`src/rtl/column_run_coalescer.sv`:
```
// Collapses runs of identical column indices into (column, repeat) records so the
// SpMV engine issues one x-vector load per run instead of one per non-zero.
module column_run_coalescer #(
    parameter int unsigned COL_W   = 32,
    parameter int unsigned CNT_W   = 4,
    parameter int unsigned MAX_REP = 15,
    parameter int unsigned TIMEOUT = 8
) (
    input  logic             clk,
    input  logic             reset,
    input  logic             i_in_valid,
    input  logic [COL_W-1:0] i_in_col,
    output logic             o_in_ready,
    input  logic             i_flush,
    output logic             o_out_valid,
    output logic [COL_W-1:0] o_out_col,
    output logic [CNT_W-1:0] o_out_count,
    input  logic             i_out_ready,
    output logic             o_idle,
    output logic [31:0]      o_runs_out,
    output logic [31:0]      o_cols_in
);

    localparam int unsigned      TMO_W     = (TIMEOUT < 1) ? 1 : $clog2(TIMEOUT + 1);
    localparam logic [CNT_W-1:0] MAX_REP_C = CNT_W'(MAX_REP);
    localparam logic [TMO_W-1:0] TMO_C     = TMO_W'(TIMEOUT);
    localparam logic             TMO_EN    = (TIMEOUT != 0);

    typedef enum logic {StEmpty, StAccum} state_e;

    state_e             r_state;
    logic [COL_W-1:0]   r_acc_col;
    logic [CNT_W-1:0]   r_acc_cnt;
    logic [TMO_W-1:0]   r_tmo;
    logic               r_out_valid;
    logic [COL_W-1:0]   r_out_col;
    logic [CNT_W-1:0]   r_out_count;
    logic [31:0]        r_runs_out;
    logic [31:0]        r_cols_in;

    logic w_acc_valid;
    logic w_out_free;
    logic w_accept;
    logic w_extend;
    logic w_tmo_hit;
    logic w_emit_in;
    logic w_emit_flush;
    logic w_emit_tmo;
    logic w_emit;

    assign w_acc_valid  = (r_state == StAccum);
    assign w_out_free   = !r_out_valid || i_out_ready;
    assign o_in_ready   = !i_flush && (!w_acc_valid || w_out_free);
    assign w_accept     = i_in_valid && o_in_ready;
    assign w_extend     = w_acc_valid && (i_in_col == r_acc_col) && (r_acc_cnt < MAX_REP_C);
    assign w_tmo_hit    = TMO_EN && (r_tmo == TMO_C);

    // Emit causes: accepted input closing the run, flush, or idle timeout.
    // Flush blocks acceptance and timeout defers to both, so at most one fires.
    assign w_emit_in    = w_accept && w_acc_valid && !w_extend;
    assign w_emit_flush = i_flush && w_acc_valid && w_out_free;
    assign w_emit_tmo   = w_acc_valid && !i_flush && !w_accept && w_tmo_hit && w_out_free;
    assign w_emit       = w_emit_in || w_emit_flush || w_emit_tmo;

    always_ff @(posedge clk) begin
        if (reset) begin
            r_state     <= StEmpty;
            r_acc_col   <= '0;
            r_acc_cnt   <= '0;
            r_tmo       <= '0;
            r_out_valid <= 1'b0;
            r_out_col   <= '0;
            r_out_count <= '0;
            r_runs_out  <= '0;
            r_cols_in   <= '0;
        end else begin
            // A new record may overwrite one being consumed in the same cycle.
            if (w_emit) begin
                r_out_valid <= 1'b1;
                r_out_col   <= r_acc_col;
                r_out_count <= r_acc_cnt;
                r_runs_out  <= r_runs_out + 32'd1;
            end else if (i_out_ready) begin
                r_out_valid <= 1'b0;
            end

            if (w_accept) begin
                r_cols_in <= r_cols_in + 32'd1;
                r_tmo     <= '0;
                r_state   <= StAccum;
                if (w_extend) begin
                    r_acc_cnt <= r_acc_cnt + 1'b1;
                end else begin
                    r_acc_col <= i_in_col;
                    r_acc_cnt <= '0;
                end
            end else if (w_emit) begin
                r_state <= StEmpty;
                r_tmo   <= '0;
            end else if (w_acc_valid && TMO_EN && !w_tmo_hit) begin
                r_tmo <= r_tmo + 1'b1;
            end
        end
    end

    assign o_out_valid = r_out_valid;
    assign o_out_col   = r_out_col;
    assign o_out_count = r_out_count;
    assign o_idle      = !w_acc_valid && !r_out_valid;
    assign o_runs_out  = r_runs_out;
    assign o_cols_in   = r_cols_in;

endmodule

```
`config.mk`:
```
export PLATFORM = sky130hd
export DESIGN_NAME = column_run_coalescer
export DESIGN_NICKNAME = d
export VERILOG_FILES = /design/src/rtl/column_run_coalescer.sv
export SDC_FILE = /design/constraint.sdc
export NUM_CORES = 1
export LEC_CHECK = 0
export CAP_MARGIN = 25
export CORE_MARGIN = 2
export CORE_UTILIZATION = 55
export DETAILED_ROUTE_END_ITERATION = 16
export PLACE_DENSITY = 0.85
export SKIP_CTS_REPAIR_TIMING = 1
export SLEW_MARGIN = 20
export SYNTH_ARGS = -nofsm -noshare
export SYNTH_HDL_FRONTEND = slang
export SYNTH_SLANG_ARGS = --single-unit
```
`constraint.sdc`:
```
create_clock -name clk -period 3.3 [get_ports clk]
set_input_delay 0.33 -clock clk [delete_from_list [all_inputs] [get_ports clk]]
set_output_delay 0.33 -clock clk [all_outputs]
set_load 0.02 [all_outputs]
```
* Word level (Yosys, flattened, before mapping)
Index checks and enable logic that the tools add are counted.
** Word-level totals
- Flip-flop bits (word level) :: 142
- Input bits :: 37
- Word-level logic and storage cells :: 50
** Operators by class
- $add $sub $neg :: 4
- $lt $le $gt $ge :: 1
- Equality and inequality tests :: 2
- Multiplexer cells :: 5
- Bitwise operators :: 1
- Reductions and logical operators :: 28
** Operator list (number)
- 32-bit by 1-bit adder with 32-bit output, second input constant :: 2
- 32-bit == test :: 1
- 1-bit logical AND :: 14
- 4-bit by 1-bit adder with 4-bit output, second input constant :: 2
- 1-bit zero test :: 6
- 4-bit == test, second input constant :: 1
- 1-bit logical OR :: 4
- 4-bit < comparator, second input constant :: 1
- 1-bit two-way mux :: 4
- 4-bit two-way mux :: 1
- 2-bit nonzero test :: 2
- 3-bit OR reduction :: 1
- 2-bit AND reduction :: 1
- 1-bit inverter :: 1

* Depth between registers and ports, before layout
- Depth after elaboration :: 12
- Mapped depth :: 10
- Mapped depth without buffers :: 8

* Least setup slack after synthesis
OpenSTA, ideal clock, no wires.
- Path kind :: register -> register
- Start :: register r_out_valid (netlist: o_out_valid)
- End :: register r_runs_out[24] (netlist: o_runs_out[24])
- Library setup time :: 0.123 ns
- Arrival time :: 1.886 ns
- Setup slack :: 1.290 ns
- Cell stages (with the launch flop) :: 9
- Path buffers :: 2
- Cells stage by stage :: dfxtp_1 > nand3b_2 > nand3b_2 > nor2_1 > and4bb_1 > buf_2 > buf_4 > nor4b_1 > mux2_1
** On the way
- Longest elaborated chain between the ends :: 10
- Elaborated cells between the ends (all ways) :: 14
- Those cells by class :: reduce/logical: 14
** Ends and longest elaborated chain
- from (decl) :: line 35 : logic r_out_valid;
- from (signal assigned) :: line 71 : r_out_valid <= 1'b0;
- from (signal assigned) :: line 79 : r_out_valid <= 1'b1;
- from (signal assigned) :: line 84 : r_out_valid <= 1'b0;
- 1-bit zero test * :: line 52 : assign w_out_free = !r_out_valid || i_out_ready;
- 1-bit logical OR * :: line 52
- 1-bit logical OR :: line 53 : assign o_in_ready = !i_flush && (!w_acc_valid || w_out_free);
- 1-bit logical AND :: line 53
- 1-bit logical AND :: line 54 : assign w_accept = i_in_valid && o_in_ready;
- 1-bit zero test :: line 62 : assign w_emit_tmo = w_acc_valid && !i_flush && !w_accept && w_tmo_hit && w_out_free;
- 1-bit logical AND (3 in a row) :: line 62
- 1-bit logical OR * :: line 63 : assign w_emit = w_emit_in || w_emit_flush || w_emit_tmo;
- to (signal assigned) :: line 82 : r_runs_out <= r_runs_out + 32'd1;
- to (decl) :: line 38 : logic [31:0] r_runs_out;
Mark *: on every way between the ends. The rest lies on a longest branch, timed or not.
A chain may end at the register's enable or synchronous reset.

* Worst setup path in the final report
- Start :: register r_tmo[0]
- End :: register r_out_col[24] (netlist: o_out_col[24])
** On the way
- Longest elaborated chain between the ends :: 4
** Ends and longest elaborated chain
- from (decl) :: line 34 : logic [TMO_W-1:0] r_tmo;
- from (signal assigned) :: line 101 : r_tmo <= r_tmo + 1'b1;
- 4-bit == test :: line 56 : assign w_tmo_hit = TMO_EN && (r_tmo == TMO_C);
- 1-bit logical AND (2 in a row) :: line 62
- 1-bit logical OR :: line 63
- to (signal assigned) :: line 80 : r_out_col <= r_acc_col;
- to (decl) :: line 36 : logic [COL_W-1:0] r_out_col;
Every way passes these cells.

==> results list <==
* Most common cell after layout, fill and taps aside: dfxtp_1
- Global placement routability congestion: around 0.85
- The H-tree was split into 4 levels.
- The region available for standard cell placement spans ~12000 um^2.
- Summed negative setup slack over all endpoints: 0 ns
- Synth-to-Final Area Change: 31.4%
- The detail route stage leaves a number of antenna-violating nets equal to 0.
* Most common flop cell mapped by yosys: dfxtp_1
- Skew final: between 0.006 and 0.007 ns
- Max-cap violations in this run came to 0.
* Global Route Usage Sum: between 20% and 30%
- Setup repair after global routing missed its margin: no
- Final critical delay including setup and external delays: ~2.4 ns
- Longest Clk Path Bufs: 2
- Cell depth of the worst flop-to-flop path: 8
* Yosys warning count: 0
- LEAKAGE: around 3.2 nW
- VDD sags by at most roughly 0.31 mV.
- Timing would allow up to between 400 and 500 MHz.
* Final HPWL DP: approximately 12000 um
- Data required time at the worst endpoint: about 3.6 ns
- Including well taps, the total number of placed cells is around 1100.
- Final-report hold violation count: 0
* Worst setup SP type: flip-flop
* Layout cells sized above 1: between 6 and 7%
* CTS clk-pin slew, worst paths: 0.06 ns
- The first detailed-routing pass took 6 iterations.
- Die area: 13500 um^2
* Sequential cell area in the final layout: 2840 um^2
- Distinct cells, synth: 50
- Global-route wire length before repair: slightly below 30000 um
- Summing the sequential cell areas from Yosys gives between 40% and 50% of the chip area.
- Hold WC Path Type: flip-flop to flip-flop
- Die Wd: around 120 um
* Number of standard cells in the layout, taps in and fillers out: 1108
- Boundary Pins: 140
* Post-detailed-route DRC marker count: 0
- Summed over all layers, the routed wires come to between 15000 and 20000 um.
- Antenna cells: 0
- Setup violations remaining at the end of the flow were counted as 0.
- Effective utilization at floorplan: between 50 and 60%
- The setup path with the least slack is of type flip-flop to flip-flop.
- The later pin in the worst-skew pair is clocked with a latency of about 0.42 ns.
- Pin count of the biggest net entering global routing: 93
- Global route overflow: 0
- For the worst setup path, the data arrival time is between 2 and 3 ns.
* Total vias in the final route: about 6400
- Post-synthesis async set-or-reset flop share: 0%
* Synthesis-stage register bit count: between 100 and 150
- Depth of the worst hold-timing path: 2
- Yosys mapped a number of flops with a built-in enable equal to 0.
* Cells after Synth: 807
- Counting the fill cells in the layout gives 857.
- Max-slew violations: 0
- Mean area per synthesized cell: around 8.6 um^2
- Site Rows: 40
- The tree built by TritonCTS fans out to around 140 sinks.
* Final routed wire length divided by cell count: ~16 um
- For this design the ratio of total power to cell area is approximately 440 nW/um^2.
* Max-Slew Margin vs Limit: a little under two fifths
* TritonCTS clock tree: done
* Post-layout net count: 970
* Number of buffers inserted by port buffering: about 140
* Mapped Area: 6920 um^2
* Height of the die: roughly 120 um
* Root Buffer Master: clkbuf_16
- In the layout the commonest cells are dfxtp_1 (142), clkdlybuf4s50_1 (138), nand2b_1 (66).
* Cts bufs inserted: 17
- Run status: finished clean
- Transition at the pin with the smallest max-transition slack: about 0.94 ns
- The multi-input combinational cells in the finished layout cover a total of between 3000 and 4000 um^2.
- Vias in the first global route: slightly above 6000
- Worst-path fanout max: 26
- Final period util: roughly 74%
- Synth Net Count: 849
* Category of the worst setup path capture point: flip-flop
- Initial antenna violation count: 0
- Number of violations reported at the end of detailed-routing iteration 0: slightly below 600
- Via density per instance: 5.77
[cell usage after synthesis, types with 9 or more instances]
cell	n	area share [%]
o21ai_1	43	3.1
nor4_1	16	1.4
xor2_1	35	4.4
nor2_1	48	2.6
buf_2	12	0.87
dfxtp_1	142	41
nor3_1	13	0.94
nand2b_1	66	6.0
or4_1	14	1.5
inv_1	18	0.98
or3_1	22	2.0
and3_1	9	0.81
nand4_1	21	1.9
nor2b_1	38	3.4
nand3_1	32	2.3
xnor2_1	17	2.2
a21oi_1	46	3.3
clkbuf_1	29	1.6
mux2i_1	30	4.3
o21ai_0	42	3.0
mux2_1	9	1.5
nand2_1	30	1.6
o31ai_1	14	1.5
[layout make-up]
cell class              count  share of cell area [%]
flip-flops and latches    142                    31.3
repair buffers            155                    17.2
clock inverters            10                    1.50
well taps                 168                    2.31
multi-input cells         593                    41.6
inverters                  19                   0.785
clock buffers              21                    5.29
[cell families (layout without fill, tap and decap cells)]
kind of cell    after synthesis  in the layout  synth area share (%)
mux                          39             39                  5.80
xor+xnor                     52             52                  6.58
compound gates              154            154                  12.1
simple gates                343            343                  28.9
buf+inv                      72            205                  4.61
flops                       142            142                  41.1
fa+ha+maj                     5              5                 0.904
[flip-flops by register name, indices dropped and copies added, names as in the netlist]
register	cells
r_acc_col	32
o_cols_in	32
r_state	1
r_tmo	4
r_acc_cnt	4
o_out_count	4
o_out_col	32
o_runs_out	32
o_out_valid	1
[per-stage QoR]
| step | hold slack [ns] | power [mW] | area (um^2) | setup WS (ns) | utilization (%) |
|---|---|---|---|---|---|
| 4_1_cts | 0.491 | 4.05 | 9060 | 0.885 | 74.5 |
| 2_1_floorplan | 0.462 | 1.96 | 6920 | 1.29 | - |
| 3_5_place_dp | 0.483 | 2.08 | 8450 | 0.518 | 69.4 |
| 5_1_grt | 0.508 | 4.16 | 9090 | 0.685 | 74.7 |
| 3_3_place_gp | 0.465 | 2.08 | 8450 | 0.581 | 69.4 |
| 6_report | 0.485 | 4.04 | 9090 | 0.870 | 74.7 |
[worst max-delay path, cell delays in order, from the launching register on]
cell and delay (ns):
dfxtp_1 0.39, inv_1 0.10, ha_1 0.21, nand2_1 0.09, nor2_1 0.10, o311ai_4 0.78, buf_4 0.42, o21ai_0 0.17
o21ai_0 0.09
[worst paths after layout]
path / from / end / slack [ns]
worst max-delay path: r_tmo[0] / o_out_col[24] / 0.87
worst min-delay path: o_out_count[1] / o_out_count[1] / 0.48
worst max register to register: r_tmo[0] / o_out_col[24] / 0.87
worst min register to register: o_out_count[1] / o_out_count[1] / 0.48
[layer usage]
| layer | share of wire (%) | vias to the layer above | track usage, % |
|---|---|---|---|
| li1 | - | 3093 | - |
| met1 | 45 | 3061 | 35.4 |
| met2 | 47 | 210 | 43.2 |
| met3 | 6.1 | 27 | 6.54 |
| met4 | 1.7 | 0 | 9.92 |
| met5 | 0 | - | 0 |
[power by group]
| part | total [mW] | internal [mW] | switching (mW) | leakage [nW] |
|---|---|---|---|---|
| clock network | 1.98 | 1.26 | 0.722 | 0.297 |
| registers | 1.77 | 1.74 | 0.0217 | 1.15 |
| logic | 0.287 | 0.128 | 0.159 | 1.71 |
(Power assumes the default switching activity.)
